[config.mk]
export PLATFORM = sky130hd
export DESIGN_NAME = sdp_ram_init
export DESIGN_NICKNAME = d
export VERILOG_FILES = /design/src/rtl/sdp_ram_init.sv
export SDC_FILE = /design/constraint.sdc
export NUM_CORES = 1
export LEC_CHECK = 0
export ABC_AREA = 0
export CAP_MARGIN = 20
export CORE_MARGIN = 2
export CORE_UTILIZATION = 40
export CTS_CLUSTER_DIAMETER = 120
export DETAILED_ROUTE_END_ITERATION = 8
export PLACE_DENSITY = 0.7
export RECOVER_POWER = 100
export SLEW_MARGIN = 20
export SYNTH_ARGS = -nofsm -noshare
export SYNTH_HDL_FRONTEND = slang
export SYNTH_SLANG_ARGS = --single-unit
[constraint.sdc]
create_clock -name clk -period 1.7 [get_ports clk]
set_input_delay 0.255 -clock clk [delete_from_list [all_inputs] [get_ports clk]]
set_output_delay 0.255 -clock clk [all_outputs]
set_load 0.01 [all_outputs]
[src/rtl/sdp_ram_init.sv]
// sdp_ram_init: simple dual-port RAM with per-byte write enables, selectable
// read-during-write behaviour, 1- or 2-cycle read latency and a hardware
// init sequencer that fills every word with INIT_VAL after reset or clr.
// Optional per-byte even parity is compiled in with `define SDP_RAM_PARITY_EN.
module sdp_ram_init #(
  parameter int unsigned       DWIDTH     = 8,
  parameter int unsigned       AWIDTH     = 3,
  parameter logic [DWIDTH-1:0] INIT_VAL   = '1,
  parameter int unsigned       RDW_MODE   = 0,
  parameter int unsigned       RD_LATENCY = 1
) (
  input  logic                  clk,
  input  logic                  rst,
  input  logic                  clr,
  output logic                  busy,
  input  logic                  wr_en,
  input  logic [DWIDTH/8-1:0]   wr_be,
  input  logic [AWIDTH-1:0]     wr_addr,
  input  logic [DWIDTH-1:0]     wr_data,
`ifdef SDP_RAM_PARITY_EN
  input  logic                  wr_par_inj,
  output logic [DWIDTH/8-1:0]   rd_par_err,
`endif
  input  logic                  rd_en,
  input  logic [AWIDTH-1:0]     rd_addr,
  output logic [DWIDTH-1:0]     rd_data,
  output logic                  rd_valid
);

  localparam int unsigned NB    = DWIDTH / 8;
  localparam int unsigned DEPTH = 1 << AWIDTH;
  localparam logic [AWIDTH-1:0] LAST_ADDR = AWIDTH'(DEPTH - 1);

  // Read payload carries the per-byte parity error flags above the data.
`ifdef SDP_RAM_PARITY_EN
  localparam int unsigned PW = DWIDTH + NB;
`else
  localparam int unsigned PW = DWIDTH;
`endif
  localparam logic [PW-1:0] PAY_RST = PW'(INIT_VAL);

  typedef enum logic {
    ST_INIT,
    ST_READY
  } state_t;

  state_t              r_state;
  logic [AWIDTH-1:0]   r_init_cnt;
  logic                r_busy;

  logic [DWIDTH-1:0]   r_mem [DEPTH];
`ifdef SDP_RAM_PARITY_EN
  logic [NB-1:0]       r_par [DEPTH];
  logic                w_mem_inj;
  logic [NB-1:0]       w_wr_par;
  logic [NB-1:0]       w_rd_par;
  logic [NB-1:0]       w_rd_err;
`endif

  logic                w_ready;
  logic                w_wr_acc;
  logic                w_rd_acc;
  logic                w_mem_we;
  logic [AWIDTH-1:0]   w_mem_addr;
  logic [NB-1:0]       w_mem_be;
  logic [DWIDTH-1:0]   w_mem_wdata;
  logic [DWIDTH-1:0]   w_rd_word;
  logic [PW-1:0]       w_rd_pay;
  logic                w_out_vld;
  logic [PW-1:0]       w_out_pay;
  logic [PW-1:0]       r_rd_pay;
  logic                r_rd_valid;

  assign w_ready  = (r_state == ST_READY);
  assign w_wr_acc = w_ready & wr_en & ~clr;
  assign w_rd_acc = w_ready & rd_en & ~clr;

  // Init/ready sequencer: INIT walks every address once, then idles in READY.
  always_ff @(posedge clk or posedge rst) begin
    if (rst) begin
      r_state    <= ST_INIT;
      r_init_cnt <= '0;
      r_busy     <= 1'b1;
    end else begin
      case (r_state)
        ST_INIT: begin
          if (r_init_cnt == LAST_ADDR) begin
            r_state    <= ST_READY;
            r_init_cnt <= '0;
            r_busy     <= 1'b0;
          end else begin
            r_init_cnt <= r_init_cnt + AWIDTH'(1);
          end
        end
        ST_READY: begin
          if (clr) begin
            r_state    <= ST_INIT;
            r_init_cnt <= '0;
            r_busy     <= 1'b1;
          end
        end
        default: begin
          r_state <= ST_INIT;
        end
      endcase
    end
  end

  assign busy = r_busy;

  // Write-port source select: the sequencer owns the array during INIT.
  always_comb begin
    w_mem_we    = 1'b0;
    w_mem_addr  = wr_addr;
    w_mem_be    = wr_be;
    w_mem_wdata = wr_data;
`ifdef SDP_RAM_PARITY_EN
    w_mem_inj   = 1'b0;
`endif
    if (r_state == ST_INIT) begin
      w_mem_we    = 1'b1;
      w_mem_addr  = r_init_cnt;
      w_mem_be    = '1;
      w_mem_wdata = INIT_VAL;
    end else if (w_wr_acc) begin
      w_mem_we    = 1'b1;
`ifdef SDP_RAM_PARITY_EN
      w_mem_inj   = wr_par_inj;
`endif
    end
  end

`ifdef SDP_RAM_PARITY_EN
  // Even parity per byte of the word being written, optionally inverted.
  always_comb begin
    w_wr_par = '0;
    for (int unsigned i = 0; i < NB; i++) begin
      w_wr_par[i] = (^w_mem_wdata[8*i +: 8]) ^ w_mem_inj;
    end
  end
`endif

  // Byte-masked array write (array itself is never reset).
  always_ff @(posedge clk) begin
    if (w_mem_we) begin
      for (int unsigned i = 0; i < NB; i++) begin
        if (w_mem_be[i]) begin
          r_mem[w_mem_addr][8*i +: 8] <= w_mem_wdata[8*i +: 8];
`ifdef SDP_RAM_PARITY_EN
          r_par[w_mem_addr][i]        <= w_wr_par[i];
`endif
        end
      end
    end
  end

  // Read word: array contents, or the merged word on a write-first collision.
  always_comb begin
    w_rd_word = r_mem[rd_addr];
`ifdef SDP_RAM_PARITY_EN
    w_rd_par  = r_par[rd_addr];
`endif
    if ((RDW_MODE != 0) && w_wr_acc && (wr_addr == rd_addr)) begin
      for (int unsigned i = 0; i < NB; i++) begin
        if (wr_be[i]) begin
          w_rd_word[8*i +: 8] = wr_data[8*i +: 8];
`ifdef SDP_RAM_PARITY_EN
          w_rd_par[i]         = w_wr_par[i];
`endif
        end
      end
    end
  end

`ifdef SDP_RAM_PARITY_EN
  // Per-byte parity check of the word being returned.
  always_comb begin
    w_rd_err = '0;
    for (int unsigned i = 0; i < NB; i++) begin
      w_rd_err[i] = (^w_rd_word[8*i +: 8]) ^ w_rd_par[i];
    end
  end
  assign w_rd_pay = {w_rd_err, w_rd_word};
`else
  assign w_rd_pay = w_rd_word;
`endif

  generate
    if (RD_LATENCY == 2) begin : g_lat2
      logic          r_s1_vld;
      logic [PW-1:0] r_s1_pay;

      // Extra read stage; its valid is dropped if clr arrives while in flight.
      always_ff @(posedge clk or posedge rst) begin
        if (rst) begin
          r_s1_vld <= 1'b0;
          r_s1_pay <= PAY_RST;
        end else begin
          r_s1_vld <= w_rd_acc;
          if (w_rd_acc) begin
            r_s1_pay <= w_rd_pay;
          end
        end
      end

      assign w_out_vld = r_s1_vld & w_ready & ~clr;
      assign w_out_pay = r_s1_pay;
    end else begin : g_lat1
      assign w_out_vld = w_rd_acc;
      assign w_out_pay = w_rd_pay;
    end
  endgenerate

  // Output register: data holds between reads, valid is a one-cycle pulse.
  always_ff @(posedge clk or posedge rst) begin
    if (rst) begin
      r_rd_valid <= 1'b0;
      r_rd_pay   <= PAY_RST;
    end else begin
      r_rd_valid <= w_out_vld;
      if (w_out_vld) begin
        r_rd_pay <= w_out_pay;
      end
    end
  end

  assign rd_valid = r_rd_valid;
  assign rd_data  = r_rd_pay[DWIDTH-1:0];
`ifdef SDP_RAM_PARITY_EN
  assign rd_par_err = r_rd_pay[PW-1:DWIDTH];
`endif

endmodule

==> results.json <==
{
  "status": "finished, final reports clean",
  "n_antenna_cell": 0,
  "synth_top_cell_area_share": 0.5779,
  "clk_pin_slew_ns": 0.08,
  "synth_compound_area_frac": 0.08954,
  "fin_crit_sh": 0.9681,
  "setup_slack_ns": 0.05426,
  "root_buffer": "clkbuf_8",
  "io_pins": 30,
  "required_ns": 1.44,
  "synth_commonest_cells": "edfxtp_1, mux2i_1, nand2_1, nor2_1",
  "synth-main-ff-cell": "edfxtp_1",
  "ys_types": 33,
  "cp_top_family": "flip-flops",
  "yosys.area_share.xor_xnor": 0,
  "synth_top_family_by_area": "multiplexers",
  "drtAntennaViolNets": 0,
  "grt_use_total": 0.1424,
  "wl_per_cell_um": 15.73,
  "syn_to_final_growth_pct": 17.53,
  "ctsLongestPathBuffers": 2,
  "clk_latency_ns": 0.34,
  "grt_pass1_vias": 1844,
  "whs_ns": 0.3958,
  "vias_per_cell": 4.867,
  "layout_min_cycle_time_ns": 1.646,
  "cts_tree": "yes",
  "drt_pass1_iterations": 4,
  "cap_violations": 0,
  "yosysSeqAreaShare": 0.6866,
  "placement.io_buffers": 29,
  "syn-mean-instance-area_um2": 16.14,
  "synth-simple-area-share": 0.06396,
  "crit_buf_inv": 1,
  "ys_ff_latch": 78,
  "setup_violations": 0,
  "cp-start-kind": "register",
  "slew_headroom": 0.5995,
  "crit_slowest_cell": "dfstp_2",
  "grt_pass1_wl_um": 9232,
  "drtIter0Drc": 115,
  "powerDensity_nw_per_um2": 1460,
  "postCtsSetupRepairBufs": 0,
  "vias": 1757,
  "fmax_mhz": 607.6,
  "initial_core_util": 0.4089,
  "instances_no_fill": 361,
  "ys_warn_count": 0,
  "arrival_ns": 1.39,
  "rsz0062_at_grt": "no",
  "cp_max_fo": 2,
  "yosysMostFrequentCell": "edfxtp_1",
  "wl_um": 5678,
  "core_um2": 8134,
  "clock_sinks": 78,
  "synthesis.instances": 206,
  "nFillCells": 706,
  "antenna_found_initial": 0,
  "hp-class": "input port to async pin",
  "yosysTopAreaCell": "edfxtp_1",
  "dpl.hpwl_um": 4038,
  "fin_util": 0.4805,
  "async_flop_share": 0.1795,
  "gp_congestion": 0.7229,
  "grt_max_degree": 33,
  "die_w_um": 95.18,
  "synth-edff-count": 64,
  "synthMuxAreaShare": 0.1144,
  "dieArea_um2": 9059,
  "fp-row-count": 33,
  "synth_fa_ha_area_frac": 0.007524,
  "worstPathCellList": "clkdlybuf4s50_1",
  "static-leakage-power_nw": 1.390,
  "cts_max_level": 3,
  "drv_slew": 0,
  "hold_viol": 0,
  "critPathKind": "register to primary output",
  "fin_worst_skew_ns": 0.009304,
  "crit_path_end_kind": "primary output",
  "die_y_um": 95.18,
  "dp_slack_ns": -0.3719,
  "drc": 0,
  "worstMarginPinSlew_ns": 0.5995,
  "drive_gt1_frac": 0.2227,
  "numCtsBuffers": 9,
  "netlist_area_um2": 3326,
  "place_inst": 345,
  "layout.nets": 273,
  "overflow": 0,
  "syn-num-nets": 228,
  "peakVddDrop_mv": 0.4702,
  "synth_area_leaders": "edfxtp_1, dfstp_2, mux2i_1",
  "cpPeakStageDelay_ns": 0.53
}
==> logic make-up after synthesis <==
logic type,Yosys count
AO/OA/AOI/OAI,35
adder cells (fa/ha/maj),2
buffers and inverters,17
flip-flops,78
multiplexers,33
AND/OR/NAND/NOR,41
==> report_power, final <==
part / switching (mW) / internal [mW] / total [mW]
Clock: 0.619 / 0.714 / 1.33
Combinational: 0.805 / 0.635 / 1.44
Sequential: 0.177 / 2.76 / 2.93
Total: 1.60 / 4.11 / 5.71
==> path summary, 6_finish.rpt <==
kind,startpoint,to,slack [ns],cells past startpoint
worst max-delay path,rd_data[5],rd_data[5],0.05,1
worst min-delay path,rst,rd_valid,0.40,2
worst max register to register,r_state,r_mem[6][5],0.13,5
worst min register to register,rd_data[1],rd_data[1],0.47,2
max in group asynchronous,rst,r_state,0.91,2
min in group clk,rd_data[1],rd_data[1],0.47,2
==> cell usage in the layout (no fill, tap or decap), types with 2 or more instances in the layout <==
cell type        synthesis  layout
a21oi_1                  2       2
a22o_1                   8       8
a32oi_1                  2       2
buf_2                    4       4
buf_4                    0       8
clkbuf_1                 0       3
clkbuf_8                 0      10
clkdlybuf4s25_1          0       8
clkdlybuf4s50_1          0      18
clkinv_2                 0       2
dfrtp_1                  5       4
dfstp_2                  9       9
dlygate4sd3_1            0       2
edfxtp_1                64      64
ha_1                     2       2
inv_1                    6       6
mux2_1                   5       5
mux2_2                   3       3
mux2_4                   8       8
mux2i_1                 17      17
nand2_1                 13      13
nand2b_1                 9       9
nor2_1                  13       9
nor2_2                   0       4
nor2b_1                  2       2
o21ai_0                  2       3
o22ai_1                  9       9
o31ai_1                  0       8
==> per-stage QoR <==
stage / TNS, ns / cell area (um2) / total power, mW
after CTS: 0 / 3970 / 5.892
after global routing: 0 / 3909 / 6.072
after floorplan: 0 / 3326 / 3.849
after detailed placement: -15.81 / 3767 / 4.538
final: 0 / 3909 / 5.707
after global placement: -15.57 / 3767 / 4.479
==> routing by layer <==
layer	track usage	up-vias	share of wire
li1	-	873	-
met1	0.1861	839	0.48
met2	0.2165	37	0.46
met3	0.03083	8	0.033
met4	0.08816	0	0.024
met5	0	-	0
==> timing repair <==
action	4_1_cts	5_1_grt
gates resized for setup	4	9
hold buffers	0	0
setup endpoints to repair	24	72
==> sequential cells by signal, summed over array words and instances, names as in the netlist <==
register,cells
r_mem,64
busy,1
rd_valid,1
r_init_cnt,3
r_state,1
rd_data,8
==> area by class of cell <==
type	instances	area, um2	area share
Timing Repair Buffer	44	396.6	0.1015
Tap cell	105	131.4	0.03361
Clock inverter	4	47.55	0.01216
Sequential cell	78	2285	0.5845
Clock buffer	12	145.1	0.03713
Multi-Input combinational cell	111	877.1	0.2244
Inverter	7	26.28	0.006722
No activity file was read; power rests on OpenSTA's default activity.
